**config.mk**
```make
export PLATFORM = sky130hd
export DESIGN_NAME = reg_scoreboard
export DESIGN_NICKNAME = d
export VERILOG_FILES = /design/src/rtl/reg_pkg.sv /design/src/rtl/reg_scoreboard_sb_counter.sv /design/src/rtl/reg_scoreboard.sv
export SDC_FILE = /design/constraint.sdc
export NUM_CORES = 2
export LEC_CHECK = 0
export CORE_AREA = 2 2 516 518
export CTS_BUF_LIST = sky130_fd_sc_hd__clkbuf_4 sky130_fd_sc_hd__clkbuf_8
export DETAILED_ROUTE_END_ITERATION = 16
export DIE_AREA = 0 0 518 520
export DONT_BUFFER_PORTS = 1
export SYNTH_ARGS = -nofsm -noshare
export SYNTH_HDL_FRONTEND = slang
export SYNTH_SLANG_ARGS = --single-unit
```
**constraint.sdc**
```tcl
create_clock -name clk -period 9.11 [get_ports clk]
set_input_delay 0.911 -clock clk [delete_from_list [all_inputs] [get_ports clk]]
set_output_delay 0.911 -clock clk [all_outputs]
set_load 0.005 [all_outputs]
```
**src/rtl/reg_pkg.sv**
```systemverilog
`default_nettype none
// ============================================================================
// Module      : reg_pkg
// Description : Shared register codes and scoreboard state encodings.
// Revision    : 1.0 - initial release
// ============================================================================
package reg_pkg;
    localparam int NUM_REGS = 16;
    localparam int REG_RSP  = 4;

    typedef logic [3:0] regCode_t;

    typedef logic [0:0] sbState_t;
    localparam sbState_t RUN    = 1'b0;
    localparam sbState_t HALTED = 1'b1;
endpackage
`default_nettype wire

```
**src/rtl/reg_scoreboard_sb_counter.sv**
```systemverilog
`default_nettype none
// ============================================================================
// Module      : sb_counter
// Description : Saturating outstanding-writer counter for one register.
// Revision    : 1.0 - initial release
// ============================================================================
module sb_counter #(
    parameter int CNT_W = 2
) (
    input  logic             clk,
    input  logic             reset,
    input  logic             inc,
    input  logic             dec,
    input  logic             clear,
    output logic [CNT_W-1:0] count,
    output logic             busy,
    output logic             full,
    output logic             underflow,
    output logic             overflow
);
    localparam logic [CNT_W-1:0] CNT_MAX = '1;

    // Simultaneous inc and dec cancel; clear has priority over both.
    always_ff @(posedge clk or negedge reset) begin
        if (!reset) begin
            count <= '0;
        end else if (clear) begin
            count <= '0;
        end else if (inc && !dec && !full) begin
            count <= count + 1'b1;
        end else if (dec && !inc && busy) begin
            count <= count - 1'b1;
        end
    end

    assign busy      = (count != '0);
    assign full      = (count == CNT_MAX);
    assign underflow = dec && !inc && !busy;
    assign overflow  = inc && !dec && full;
endmodule
`default_nettype wire

```
**src/rtl/reg_scoreboard.sv**
```systemverilog
`default_nettype none
// ============================================================================
// Module      : reg_scoreboard
// Description : GPR file with writeback commit, per-register writer scoreboard
//               and bypassed read ports.
// Revision    : 1.0 - initial release
// ============================================================================
module reg_scoreboard #(
    parameter int               NUM_REGS = 16,
    parameter int               WIDTH    = 64,
    parameter int               CNT_W    = 2,
    parameter logic [WIDTH-1:0] RSP_INIT = '0
) (
    input  logic                      clk,
    input  logic                      reset,
    input  logic                      resvValidIn,
    input  logic [3:0]                resvDestIn,
    input  logic                      resvDestValidIn,
    input  logic [3:0]                resvSpecialIn,
    input  logic                      resvSpecialValidIn,
    output logic                      resvReadyOut,
    input  logic                      wbValidIn,
    input  logic [3:0]                wbDestIn,
    input  logic [WIDTH-1:0]          wbDataIn,
    input  logic                      wbSpecialValidIn,
    input  logic [3:0]                wbSpecialIn,
    input  logic [WIDTH-1:0]          wbSpecialDataIn,
    input  logic                      wbKillIn,
    input  logic                      flushIn,
    input  logic [3:0]                rdAddr1In,
    input  logic [3:0]                rdAddr2In,
    output logic [WIDTH-1:0]          rdData1Out,
    output logic [WIDTH-1:0]          rdData2Out,
    output logic                      rdBusy1Out,
    output logic                      rdBusy2Out,
    output logic [NUM_REGS*WIDTH-1:0] regFileOut,
    output logic [NUM_REGS-1:0]       regInUseBitMapOut,
    output logic                      haltOut,
    output logic                      errorOut
);
    import reg_pkg::*;

    sbState_t            state;
    logic                error_flag;
    logic [WIDTH-1:0]    regs [NUM_REGS];
    logic [CNT_W-1:0]    cnt  [NUM_REGS];
    logic [NUM_REGS-1:0] inc_vec;
    logic [NUM_REGS-1:0] dec_vec;
    logic [NUM_REGS-1:0] busy_vec;
    logic [NUM_REGS-1:0] full_vec;
    logic [NUM_REGS-1:0] err_vec;
    logic                commit;
    logic                resv_accept;

    assign commit = wbValidIn && (state == RUN);

    // A commit on a full register does not free a slot in the same cycle.
    assign resvReadyOut = (state == RUN) && !flushIn
                        && !(resvDestValidIn    && full_vec[resvDestIn])
                        && !(resvSpecialValidIn && full_vec[resvSpecialIn]);
    assign resv_accept  = resvValidIn && resvReadyOut;

    generate
        for (genvar r = 0; r < NUM_REGS; r++) begin : g_reg
            logic under;
            logic over;

            assign inc_vec[r] = resv_accept
                && ((resvDestValidIn    && (resvDestIn    == regCode_t'(r)))
                 || (resvSpecialValidIn && (resvSpecialIn == regCode_t'(r))));
            assign dec_vec[r] = commit
                && ((wbDestIn == regCode_t'(r))
                 || (wbSpecialValidIn && (wbSpecialIn == regCode_t'(r))));

            sb_counter #(.CNT_W(CNT_W)) u_cnt (
                .clk       (clk),
                .reset     (reset),
                .inc       (inc_vec[r]),
                .dec       (dec_vec[r]),
                .clear     (flushIn),
                .count     (cnt[r]),
                .busy      (busy_vec[r]),
                .full      (full_vec[r]),
                .underflow (under),
                .overflow  (over)
            );

            assign err_vec[r]                   = under || over;
            assign regFileOut[r*WIDTH +: WIDTH] = regs[r];
        end
    endgenerate

    assign regInUseBitMapOut = busy_vec;

    // Special destination is written last so it wins when codes coincide.
    always_ff @(posedge clk or negedge reset) begin
        if (!reset) begin
            for (int r = 0; r < NUM_REGS; r++) begin
                regs[r] <= (r == REG_RSP) ? RSP_INIT : '0;
            end
        end else if (commit) begin
            regs[wbDestIn] <= wbDataIn;
            if (wbSpecialValidIn) begin
                regs[wbSpecialIn] <= wbSpecialDataIn;
            end
        end
    end

    always_ff @(posedge clk or negedge reset) begin
        if (!reset) begin
            state      <= RUN;
            error_flag <= 1'b0;
        end else begin
            if (commit && wbKillIn) begin
                state <= HALTED;
            end
            if (|err_vec) begin
                error_flag <= 1'b1;
            end
        end
    end

    assign haltOut  = (state == HALTED);
    assign errorOut = error_flag;

    function automatic logic [WIDTH-1:0] read_port(input regCode_t addr);
        if (commit && wbSpecialValidIn && (wbSpecialIn == addr)) begin
            return wbSpecialDataIn;
        end else if (commit && (wbDestIn == addr)) begin
            return wbDataIn;
        end
        return regs[addr];
    endfunction

    assign rdData1Out = read_port(rdAddr1In);
    assign rdData2Out = read_port(rdAddr2In);

    // Busy reflects the count as it will stand after this cycle's commit.
    assign rdBusy1Out = cnt[rdAddr1In] > {{(CNT_W-1){1'b0}}, dec_vec[rdAddr1In]};
    assign rdBusy2Out = cnt[rdAddr2In] > {{(CNT_W-1){1'b0}}, dec_vec[rdAddr2In]};
endmodule
`default_nettype wire

```
# Word level (Yosys, flattened, before mapping)
# Index checks and enable logic that the tools add are counted.
# op_classes
addsub,32
magnitude_cmp,12
n_eq_ne,80
mux,85
bitwise_logic,5
n_reduce_logical,343
# op_table
op,n
$bwmux 1024,2
$mux 1024,1
$mux 64,12
$bmux 64 s4,2
$demux 64 s4,2
$logic_and 1x1->1,191
$eq 4x4->1 const B,32
$mux 2,52
$logic_not 1->1,67
$eq 4x3->1 const B,16
$logic_or 1x1->1,48
$reduce_bool 3->1,16
$add 2x1->2 const B,16
$eq 2x2->1 const B,16
$eq 4x2->1 const B,8
$reduce_bool 2->1,16
$sub 2x1->2 const B,16
$ge 5x5->1 const B,4
$lt 4x5->1 const B,4
$not 4->5,4
$bmux 1 s4,4
$bmux 2 s4,2
$eq 4x1->1 const B,4
$eq 4x4->1,4
other kinds (6),18
# totals
reg_bits,1058
in_bits,161
output_inout_bits,1173
word_cells,591

# Longest topological paths before layout
# logic_depth
word_depth,15
ltp_mapped,14
depth_no_buf,9

# Modules after synthesis
# From an unflattened synthesis, not the netlist that was laid out.
# hier_totals
cells_unflattened,6404
hier_area_um2,69369.0
# modules_own_cells
mod,n_inst,cells_each,area_per_inst_um2,seq_area_each_um2
reg_scoreboard,1,6148,67066.8,25674.6
sb_counter,16,16,143.9,50.0

# Least setup slack after synthesis
# Ideal clock, no wire load.
# synth_path
path_kind,input port to output port
start,input port wbSpecialIn[1]
end,output port rdBusy1Out
arrival_time_ns,3.690
required_time_ns,8.199
path_slack_ns,4.509
path_stages,13
path_buffers,4
path_cell_list,or3b_1 or3_1 clkbuf_1 o41ai_2 nand2_4 mux4_2 mux4_2 buf_2 buf_6 buf_2 inv_1 ha_1 o21bai_1
# synth_via
elab_chain_len,7
elab_cells_between_ends,67
classes_between,order compare: 1; eq/ne: 15; mux: 2; reduce/logical: 49
# synth_rtl
element,line,source
from (decl),reg_scoreboard.sv:26,"input logic [3:0] wbSpecialIn,"
"$eq 4x1->1, or another cell as far along",reg_scoreboard.sv:73,|| (wbSpecialValidIn && (wbSpecialIn == regCode_t'(r))));
$logic_and 1x1->1,reg_scoreboard.sv:73,
$logic_or 1x1->1,reg_scoreboard.sv:73,
$logic_and 1x1->1,reg_scoreboard.sv:72,&& ((wbDestIn == regCode_t'(r))
$bmux 1 s4 *,reg_scoreboard.sv:139,"assign rdBusy1Out = cnt[rdAddr1In] > {{(CNT_W-1){1'b0}}, dec_vec[rdAddr1In]};"
$mux 1 (not written as such) *,reg_scoreboard.sv:139,
$gt 2x1->1 *,reg_scoreboard.sv:139,
to (decl),reg_scoreboard.sv:34,"output logic rdBusy1Out,"
# Every way passes the cells marked *; elsewhere a longest branch is shown, timed or not. The select of a mux whose other input is x is not followed.

# Worst setup path after layout
# layout_path
start,register state (netlist: haltOut)
end,output port rdData1Out[28]
# layout_via
elab_chain_len,6
elab_cells_between_ends,9
classes_between,mux: 4; bitwise: 1; reduce/logical: 4
# layout_rtl
element,line,source
from (decl),reg_scoreboard.sv:43,sbState_t state;
from (signal assigned),reg_scoreboard.sv:111,state <= RUN;
from (signal assigned),reg_scoreboard.sv:115,state <= HALTED;
$not 1->1 *,reg_scoreboard.sv:55,assign commit = wbValidIn && (state == RUN);
$logic_and 1x1->1 *,reg_scoreboard.sv:55,
$logic_and 1x1->1 (on tied branches),"reg_scoreboard.sv:129, reg_scoreboard.sv:127",
$mux 1 / $logic_and 1x1->1 (equally long branches),"reg_scoreboard.sv:129, reg_scoreboard.sv:127",
$mux 1 / $mux 64 (equally long branches),reg_scoreboard.sv:127,if (commit && wbSpecialValidIn && (wbSpecialIn == addr)) begin
$mux 64 *,reg_scoreboard.sv:132,return regs[addr];
to (decl),reg_scoreboard.sv:32,"output logic [WIDTH-1:0] rdData1Out,"
# Every way passes the cells marked *; elsewhere a longest branch is shown, timed or not.

==> results.ini <==
[setup_path]
crit_path_end_kind=output port
worstRegToRegCells=9
critPathMaxFanout=74
crit_type=reg -> out
worstSetupStartpointType=flop
reg2reg_slack_ns=5.53
crit_start=haltOut$_DFFE_PN0P_
required_ns=8.20
rr_startpoint=g_reg[13].u_cnt.count[0]$_DFFE_PN0P_
cp.arrival_ns=5.44
critPathCapture=rdData1Out[28]
r2r-end=errorOut$_DFFE_PN0P_

[power]
p_per_area_nw_per_um2=166
leakagePower_uw=0.0322
peakVddDrop_v=0.000116

[synth]
synth-edff-count=0
synth_top_flop_cell=dfrtp_1
syn-num-nets=6553
ys_types=54
syn_inst=6390
synth-seq-cells=1058
async_flop_share_pct=100
synth_area_um2=68600
avgSynthCellArea_um2=10.7
synth_seq_area_share_pct=38.6
synth_warnings=0

[global_routing]
antenna_found_initial=14
globalRoute.totalOverflow=0
grt_first_pass_wirelength_um=491000
grt_max_degree=271
grt_pass1_vias=56408
track_usage_pct=25.7

[route]
vias_per_cell=6.08
drt_wl_total_um=361000
ant_nets=0
drc_errors=0
wl_per_cell_um=37.7
vias=58133
first_iter_violations=7719
firstDrtPassIters=6

[run_status]
status=finished with violations
violations=max-slew violations

[clocking]
cts_buffers=203
clkTransAtPathRegs_ns=0.07
insertion_delay_ns=0.97
cts_tree=yes
clockBufferDepth=4
post_cts_resized=0
cts_root_buf=clkbuf_8
cts_sinks=1058
h-tree-depth=4
cts_setup_buffers=0

[finish]
layout.nets=6038
area_growth_pct=10.1
final_cells=9569
final_cell_mix=1138 x mux2i_1, 1058 x dfrtp_1, 1057 x nand2_1, 1043 x o21ai_0, 672 x mux4_2
ff_latch_area_um2=26500
final_common_cell=mux2i_1
drive_gt1_share_pct=19.7
final_core_util_pct=28.6
multi_input_area_um2=39200
fill_cells=27322

[timing]
slew_viol_final=54
finalHoldViolCount=0
rsz0062_at_grt=no
period_needed_ns=6.36
finalClockSkew_ns=0.101
timing.fmax_mhz=157
relSlewSlack_pct=-11.8
fin_tns_setup_ns=0
fin_crit_sh_pct=69.8
setup_violations=0
whs_ns=0.131
layout_setup_ws_ns=2.75
worstMarginPinSlew_ns=1.68

[placement]
post-place-ws_ns=3.03
hpwl_um=243000
placed_cells=9194
gp_congestion=0.984
port_buffers=0

[floorplanning]
rows=189
die_w_um=518
core_area_um2=264000
dieArea_um2=269000
io_pins=1334
start_util_pct=26.0
die_h_um=520

[hold_path]
hold_path_class=in -> reg
worstHoldPathCells=2

[job]
cap_viol_max_count=0

[power breakdown]
part / internal [uW] / leakage (uW) / switching [uW]
clock: 2970 / 0.00231 / 2350
combinational: 772 / 0.0154 / 598
sequential: 5030 / 0.0144 / 788
total: 8770 / 0.0322 / 3740
[cell usage after synthesis, types with 3 or more instances]
library cell	number	area, um^2
nand2b_1	16	100
clkbuf_1	567	2130
mux2i_1	1138	11400
o22ai_1	17	106
a2111oi_0	4	35.0
a21oi_1	163	816
dfrtp_1	1058	26500
xnor2_1	4	35.0
o211a_1	4	40.0
or2_2	23	144
inv_1	7	26.3
buf_2	15	75.1
nand3b_1	6	45.0
nand4_1	3	18.8
o21ai_1	9	45.0
mux4_2	673	15200
a21o_1	5	37.5
a211oi_1	6	45.0
nand2_1	1060	3980
o21a_1	5	37.5
nor3_1	23	115
nor2_1	188	706
o31ai_1	4	30.0
a221oi_1	7	61.3
nor2b_1	4	25.0
o21ai_0	1044	5230
or3_1	6	37.5
and2_1	20	125
a311oi_1	7	61.3
o211ai_1	12	90.1
xor2_1	14	123
buf_4	16	120
buf_1	229	860
nand3_1	6	30.0
[critical path, cell delays in order (launching register included)]
cell	delay [ns]
dfrtp_1	0.51
nor2b_4	0.15
buf_4	0.44
nand2_8	0.47
mux4_2	0.60
mux4_4	1.01
buf_12	0.34
a221o_1	0.57
[final cells by class]
class	instances	area share [%]
clock inverters	30	0.537
well taps	3533	5.85
flip-flops and latches	1058	35.1
diodes	17	0.0563
multi-input cells	4497	51.9
clock buffers	319	5.27
repair buffers	108	1.31
inverters	7	0.0348
[kinds of logic after synthesis]
family / count (synthesis) / synth area share, %
AND/OR/NAND/NOR: 1364 / 7.87
AO/OA/AOI/OAI: 1302 / 9.87
flip-flops: 1058 / 38.6
multiplexers: 1811 / 38.7
XOR/XNOR: 18 / 0.230
adder cells (fa/ha/maj): 2 / 0.0365
buffers and inverters: 835 / 4.70
[worst min-delay path by stage]
stage	slack, ns	from	end
5_1_grt	0.06	wbSpecialDataIn[63]	regFileOut[319]$_DFFE_PN0P_
6_report	0.13	wbDataIn[0]	regFileOut[640]$_DFFE_PN0P_
2_1_floorplan	0.50	haltOut$_DFFE_PN0P_	haltOut$_DFFE_PN0P_
3_3_place_gp	0.53	regFileOut[221]$_DFFE_PN0P_	regFileOut[221]$_DFFE_PN0P_
4_1_cts	0.0009	wbSpecialDataIn[63]	regFileOut[319]$_DFFE_PN0P_
3_5_place_dp	0.54	regFileOut[267]$_DFFE_PN0P_	regFileOut[267]$_DFFE_PN0P_
[metal layers]
layer / up-vias / global-route usage, % / wire (um)
li1: 22274 / - / -
met1: 29392 / 29.3 / 123000
met2: 5133 / 38.2 / 154000
met3: 1328 / 12.7 / 55000
met4: 6 / 16.9 / 28600
met5: - / 0 / 41
[stage by stage]
step / total power [uW] / cell area (um^2)
global route: 12900 / 75500
finish: 12500 / 75500
global placement: 7130 / 71000
CTS: 12500 / 75500
detailed placement: 7190 / 71000
floorplan: 6670 / 68600
[sequential cells by signal, summed over array words and instances (netlist names)]
| name | cells |
|---|---|
| g.u_cnt.count | 32 |
| errorOut | 1 |
| regFileOut | 1024 |
| haltOut | 1 |
[what timing repair did]
item                                   4_1_cts  5_1_grt
setup endpoints to repair                    0        0
hold buffers                                 9        0
endpoints found under the hold margin      123        0
Power figures use the tool's default switching activity.
